==> config.mk <==
export PLATFORM = sky130hd
export DESIGN_NAME = pid_scheduler
export DESIGN_NICKNAME = d
export VERILOG_FILES = /design/src/rtl/pid_scheduler.sv
export SDC_FILE = /design/constraint.sdc
export NUM_CORES = 1
export LEC_CHECK = 0
export CORE_ASPECT_RATIO = 0.6
export CORE_MARGIN = 5
export CORE_UTILIZATION = 46
export DETAILED_ROUTE_END_ITERATION = 10
export PLACE_DENSITY = 0.76
export SYNTH_ARGS = -nofsm -noshare
export SYNTH_HDL_FRONTEND = slang
export SYNTH_SLANG_ARGS = --single-unit
==> constraint.sdc <==
create_clock -name clk -period 2 [get_ports clk]
set_input_delay 0.5 -clock clk [delete_from_list [all_inputs] [get_ports clk]]
set_output_delay 0.5 -clock clk [all_outputs]
set_load 0.1 [all_outputs]
==> src/rtl/pid_scheduler.sv <==
// pid_scheduler: sequences the e-bike current loop.
// It generates the decimation strobe, latches the signed current error for the PID,
// and detects when the rider has stopped pedaling.
// It also soft-starts motor drive by clamping the PID magnitude under a rising limit.
//
// state | meaning
// ------+-----------------------------------------------------------
// IDLE  | no drive, PID integrator held clear, error forced to zero
// RAMP  | drive clamped to a limit that grows by RAMP_STEP per tick
// RUN   | drive passed straight through from the PID
// (11)  | unreachable, falls back to IDLE
module pid_scheduler #(
    parameter bit          FAST_SIM    = 1'b1,
    parameter logic [3:0]  PED_TIMEOUT = 4'd6,
    parameter logic [11:0] RAMP_STEP   = 12'h100
) (
    input  logic        clk,
    input  logic        rst_n,
    input  logic        cadence_rise,
    input  logic        brake_n,
    input  logic [11:0] target_curr,
    input  logic [11:0] avg_curr,
    input  logic        avg_vld,
    input  logic [11:0] drv_mag_in,
    output logic [12:0] error,
    output logic        not_pedaling,
    output logic        decim_tick,
    output logic [11:0] drv_mag_out,
    output logic [1:0]  state
);

    typedef enum logic [1:0] {
        IDLE = 2'b00,
        RAMP = 2'b01,
        RUN  = 2'b10,
        BAD  = 2'b11
    } state_t;

    state_t      stateQ;
    state_t      stateNext;
    logic [19:0] decimCnt;
    logic [3:0]  pedTimer;
    logic [11:0] limit;
    logic [11:0] limitNext;
    logic [12:0] rampSum;
    logic        rampDone;
    logic        pedIdle;
    logic        exitCond;
    logic        nextIdle;
    logic [12:0] currDiff;
    logic [11:0] drvNext;

    assign state      = stateQ;
    assign pedIdle    = (pedTimer == PED_TIMEOUT);
    assign exitCond   = !brake_n || pedIdle;
    assign nextIdle   = (stateNext == IDLE);
    assign rampSum    = {1'b0, limit} + {1'b0, RAMP_STEP};
    assign rampDone   = rampSum[12] || (rampSum[11:0] == 12'hFFF);
    assign currDiff   = {1'b0, target_curr} - {1'b0, avg_curr};

    // Decimation strobe: all-ones decode of the free-running counter.
    assign decim_tick = FAST_SIM ? (&decimCnt[14:0]) : (&decimCnt);

    // Free-running decimation counter, wraps naturally.
    always_ff @(posedge clk or negedge rst_n) begin
        if (!rst_n) begin
            decimCnt <= '0;
        end else begin
            decimCnt <= decimCnt + 20'd1;
        end
    end

    // Pedal activity timer: cadence clears it, ticks age it up to the timeout.
    // It starts saturated so the bike never assumes pedaling at power-up.
    always_ff @(posedge clk or negedge rst_n) begin
        if (!rst_n) begin
            pedTimer <= PED_TIMEOUT;
        end else if (cadence_rise) begin
            pedTimer <= 4'd0;
        end else if (decim_tick && (pedTimer < PED_TIMEOUT)) begin
            pedTimer <= pedTimer + 4'd1;
        end
    end

    // Next-state and soft-start limit logic.
    always_comb begin
        stateNext = stateQ;
        limitNext = limit;
        case (stateQ)
            IDLE: begin
                // The cadence pulse also clears the pedal timer, so the saturated
                // timer seen in IDLE must not block this transition.
                if (cadence_rise && brake_n) begin
                    stateNext = RAMP;
                end
            end
            RAMP: begin
                if (exitCond) begin
                    stateNext = IDLE;
                end else if (decim_tick) begin
                    if (rampDone) begin
                        limitNext = 12'hFFF;
                        stateNext = RUN;
                    end else begin
                        limitNext = rampSum[11:0];
                    end
                end
            end
            RUN: begin
                if (exitCond) begin
                    stateNext = IDLE;
                end
            end
            default: stateNext = IDLE;
        endcase
        if (stateNext == IDLE) begin
            limitNext = 12'h000;
        end
    end

    // Drive selection uses the limit as it stands before this cycle's update.
    always_comb begin
        drvNext = 12'h000;
        if (!nextIdle) begin
            case (stateQ)
                RAMP:    drvNext = (drv_mag_in < limit) ? drv_mag_in : limit;
                RUN:     drvNext = drv_mag_in;
                default: drvNext = 12'h000;
            endcase
        end
    end

    // State, limit and registered outputs.
    always_ff @(posedge clk or negedge rst_n) begin
        if (!rst_n) begin
            stateQ       <= IDLE;
            limit        <= 12'h000;
            not_pedaling <= 1'b1;
            error        <= 13'h0000;
            drv_mag_out  <= 12'h000;
        end else begin
            stateQ       <= stateNext;
            limit        <= limitNext;
            not_pedaling <= nextIdle;
            drv_mag_out  <= drvNext;
            if (nextIdle) begin
                error <= 13'h0000;
            end else if (avg_vld) begin
                error <= currDiff;
            end
        end
    end

endmodule

==> results of run 1 <==
[flip-flops by register name, indices dropped and copies added, names as in the netlist]
name	flops
decimCnt	15
error	13
drv_mag_out	12
limit	5
pedTimer	4
state	2
not_pedaling	1
[critical path, cell delays in order, from the launching register on]
cell	delay [ps]
sky130_fd_sc_hd__dfrtp_4	510
sky130_fd_sc_hd__ha_1	250
sky130_fd_sc_hd__o211a_1	250
sky130_fd_sc_hd__o21ai_1	240
sky130_fd_sc_hd__a21bo_4	290
sky130_fd_sc_hd__o21ai_2	220
sky130_fd_sc_hd__buf_12	180
sky130_fd_sc_hd__a211oi_1	60
[worst max-delay path by stage]
stage	startpoint	endpoint	slack (ps)	cells past startpoint
2_1_floorplan	state[0]$_DFF_PN0_	error[1]$_DFFE_PN0P_	-140	9
3_3_place_gp	target_curr[0]	error[10]$_DFFE_PN0P_	-640	11
3_5_place_dp	target_curr[0]	error[10]$_DFFE_PN0P_	-820	11
4_1_cts	decimCnt[1]$_DFF_PN0_	decim_tick	-30	6
5_1_grt	decimCnt[9]$_DFF_PN0_	decim_tick	-180	5
6_report	state[0]$_DFF_PN0_	drv_mag_out[11]$_DFF_PN0_	-130	7
[cells in the mapped netlist (2+ instances only)]
cell type	instances	area [um2]
sky130_fd_sc_hd__dfrtp_1	49	1230
sky130_fd_sc_hd__ha_1	32	400
sky130_fd_sc_hd__nor2_1	28	105
sky130_fd_sc_hd__inv_1	25	93.8
sky130_fd_sc_hd__a21oi_1	21	105
sky130_fd_sc_hd__o21ai_0	16	80.1
sky130_fd_sc_hd__xnor2_1	16	140
sky130_fd_sc_hd__nand2_1	11	41.3
sky130_fd_sc_hd__a211oi_1	10	75.1
sky130_fd_sc_hd__mux2i_1	9	90.1
sky130_fd_sc_hd__a31oi_1	8	50.1
sky130_fd_sc_hd__and3_1	8	50.1
sky130_fd_sc_hd__nand3_1	8	40.0
sky130_fd_sc_hd__nor2b_1	8	50.1
sky130_fd_sc_hd__nor3_1	7	35.0
sky130_fd_sc_hd__o21a_1	6	45.0
sky130_fd_sc_hd__xor2_1	6	52.6
sky130_fd_sc_hd__a21o_1	5	37.5
sky130_fd_sc_hd__clkbuf_1	5	18.8
sky130_fd_sc_hd__a22oi_1	4	30.0
sky130_fd_sc_hd__buf_6	3	33.8
sky130_fd_sc_hd__dfstp_2	3	78.8
sky130_fd_sc_hd__nand3b_1	3	22.5
sky130_fd_sc_hd__a211oi_2	2	25.0
sky130_fd_sc_hd__and4_4	2	22.5
sky130_fd_sc_hd__nand2b_1	2	12.5
sky130_fd_sc_hd__nand4_1	2	12.5
sky130_fd_sc_hd__nor2_2	2	12.5
sky130_fd_sc_hd__o31ai_1	2	15.0
sky130_fd_sc_hd__or3_1	2	12.5
[layer usage]
layer | up-vias | track usage (%)
li1 | 1462 | -
met1 | 1605 | 31.3
met2 | 166 | 40.6
met3 | 43 | 4.80
met4 | 0 | 8.81
met5 | - | 0
[logic make-up (layout without fill, tap and decap cells)]
group,count (synthesis),in the layout,synth area share (%)
AO/OA/AOI/OAI,90,90,19.1
AND/OR/NAND/NOR,90,90,14.6
flip-flops,52,52,40.1
buffers and inverters,34,174,4.62
adder cells (fa/ha/maj),33,33,12.9
XOR/XNOR,22,22,5.92
multiplexers,9,9,2.77
[stage by stage]
step / power [W] / setup TNS (ps) / setup slack, ps / cell area (um2) / std cells
global placement: 0.00360 / -11490 / -643 / 4660 / 534
CTS: 0.00459 / -49.1 / -26.9 / 5120 / 554
floorplan: 0.00268 / -2480 / -141 / 3300 / 330
global route: 0.00485 / -3860 / -182 / 5210 / 557
finish: 0.00470 / -2440 / -131 / 5210 / 557
detailed placement: 0.00363 / -13580 / -817 / 4660 / 534
[layout make-up]
cell class / instances / share of cell area, %
Multi-Input combinational cell: 244 / 41.3
Inverter: 26 / 2.11
Tap cell: 87 / 2.09
Clock inverter: 1 / 0.168
Sequential cell: 52 / 25.2
Clock buffer: 7 / 2.55
Timing Repair Buffer: 140 / 26.6
[timing repair]
action,4_1_cts,5_1_grt
setup buffers,12,3
pin swaps,28,16
resized for setup,90,20
endpoints found under the setup margin,30,32
[report_power, final]
| group | switching, W | internal, W |
|---|---|---|
| clock | 0.000398 | 0.000469 |
| combinational | 0.00157 | 0.000953 |
| sequential | 0.000131 | 0.00118 |
| total | 0.00210 | 0.00260 |
==> results.txt, run 1 <==
The run finished, with violations left. The final reports fail on negative setup slack. The count of flip-flops with a built-in enable after synthesis came out at 0. In this run the critical register-to-register path is launched from state[0]$_DFF_PN0_. The routability-driven placement congestion ratio came out at 0.906. Dividing the detail-routed wire length by the instance count gives 20.2 um.

The post-synthesis register bit count is 52. The storage element area came out at 1310 um2. The clock tree from TritonCTS is yes.

In this run the tightest slew margin relative to its limit is 69.8%. In this run, the number of DRC markers left after iteration 0 of detailed routing was 340. The H-tree depth came out at 2. The final worst hold slack came out at 142 ps.

The post-route DRC violation count came out at 0. The antenna diode count came out at 0. The total iterations of the first detailed-routing run is 7. The endpoint of the lowest-slack register-to-register path is drv_mag_out[11]$_DFF_PN0_. Routed signal wires occupy layers up through met4. The number of buffers created by CTS is 5. The post-route clock skew came out at 8.95 ps. The final hold violation count came to 0. At the worst endpoint, the required time is 2170 ps. The width of the die came out at 119 um.

The async set-reset flop share out of synthesis came out at 100%. The kind of start point of the critical path is a register. The synthesized instance count came out at 330. The overall via count from detail_route is 3276. For this run, the leading register cell type out of synthesis is sky130_fd_sc_hd__dfrtp_1. Detailed placement ended at an HPWL of 6930 um.

The number of distinct library cells after synthesis is 55. The average cell area after synthesis is 9.86 um2. For this run, the number of Yosys warnings is 0. The setup-violating endpoint count in the final report is 31. Cells fill 77.0% of the core in the end.

The areal power density over the cells is 902 nW/um2. The worst setup path is captured at a register. Leaving out fill and tap cells, the most frequent cell in the layout is sky130_fd_sc_hd__buf_4. The number of antenna violations at the first check in global routing is 0. The number of primary I/O pins came out at 70. The sum of met2 wire segment lengths after detailed routing came out at 5460 um. The synthesis-to-finish area growth came out at 60.1%. The pin count of the biggest net entering global routing is 36. The depth of the worst register-to-register path came out at 7.

The fraction of final layout cells sized beyond drive strength 1 came out at 38.5%. The area enclosed by the die boundary is 8910 um2. In this run the deepest clock path goes through 2 buffers.

The met1 layer wirelength in the final routing came out at 4780 um. The critical setup path kind is reg2reg. The initial core utilization came out at 48.1%. Max-cap violations in this run came to 0. The global-route congestion overflow total came out at 0. The number of global-route vias before repair came to 3293. The multi-input combinational cells in the finished layout cover a total of 2150 um2. The first global-routing pass estimated 16900 um of wire.

The clock net sink count came out at 52. For the pin with the worst max-slew slack, the measured transition is 453 ps. Data arrives at the worst endpoint at 2300 ps. The share of synthesized area occupied by flip-flops and latches came out at 40.1%. For this run, the top clock speed supported by timing is 0.469 GHz. For this design the static power due to leakage is 2.35 nW. After clock tree synthesis, the clock-pin slew on the worst setup and hold paths is 70 ps.

The number of pins exceeding their max-slew limit in the final report came to 0. Setup repair after global routing could not meet its margin everywhere. The number of nets with antenna violations after routing came out at 0.

The largest fanout on the critical path is 12. The height of the die came out at 75.1 um. The number of buffers inserted for hold repair after clock tree synthesis came out at 0.

After filler insertion, the fill cell instance count of the layout stands at 377. The placeable core region came out at 6760 um2. The clock latency reported for the late side of the worst-skew pair came out at 300 ps.

The floorplan row count came out at 23. In the finished design, the share of the clock period the worst path needs comes to 107%. The total routed wirelength is 11300 um. The area of the mapped netlist is 3250 um2. The clock period minus final worst setup slack is 2130 ps. The tree is rooted in a sky130_fd_sc_hd__clkbuf_16. The library cells used most frequently in the layout, excluding fill and tap cells, are sky130_fd_sc_hd__buf_4 (76), sky130_fd_sc_hd__dfrtp_1 (47), sky130_fd_sc_hd__nor2_1 (28), sky130_fd_sc_hd__buf_12 (22). The net count after synthesis is 404. The final net count came out at 543. The worst hold path belongs to the class in2async. The ratio of routed vias to standard cells is 5.88. The smallest setup slack after layout came out at -131 ps. The highest ir drop seen on vdd is 1010 uV.

Input and output buffers added on the ports amount to 69. The register-to-register setup slack is -130 ps. For this run, the total global-route usage over all layers was measured as 24.0%. The wire length on met3 is 716 um.
Power figures use the tool's default switching activity.
==> run 2: changes to the inputs <==
--- a/config.mk
+++ b/config.mk
@@ -9,6 +9,7 @@
 export CORE_MARGIN = 5
 export CORE_UTILIZATION = 46
 export DETAILED_ROUTE_END_ITERATION = 10
+export GPL_ROUTABILITY_DRIVEN = 0
 export PLACE_DENSITY = 0.76
 export SYNTH_ARGS = -nofsm -noshare
 export SYNTH_HDL_FRONTEND = slang
==> results of run 2 <==
No change in the layout: final DEF, timing and power equal those of run 1.
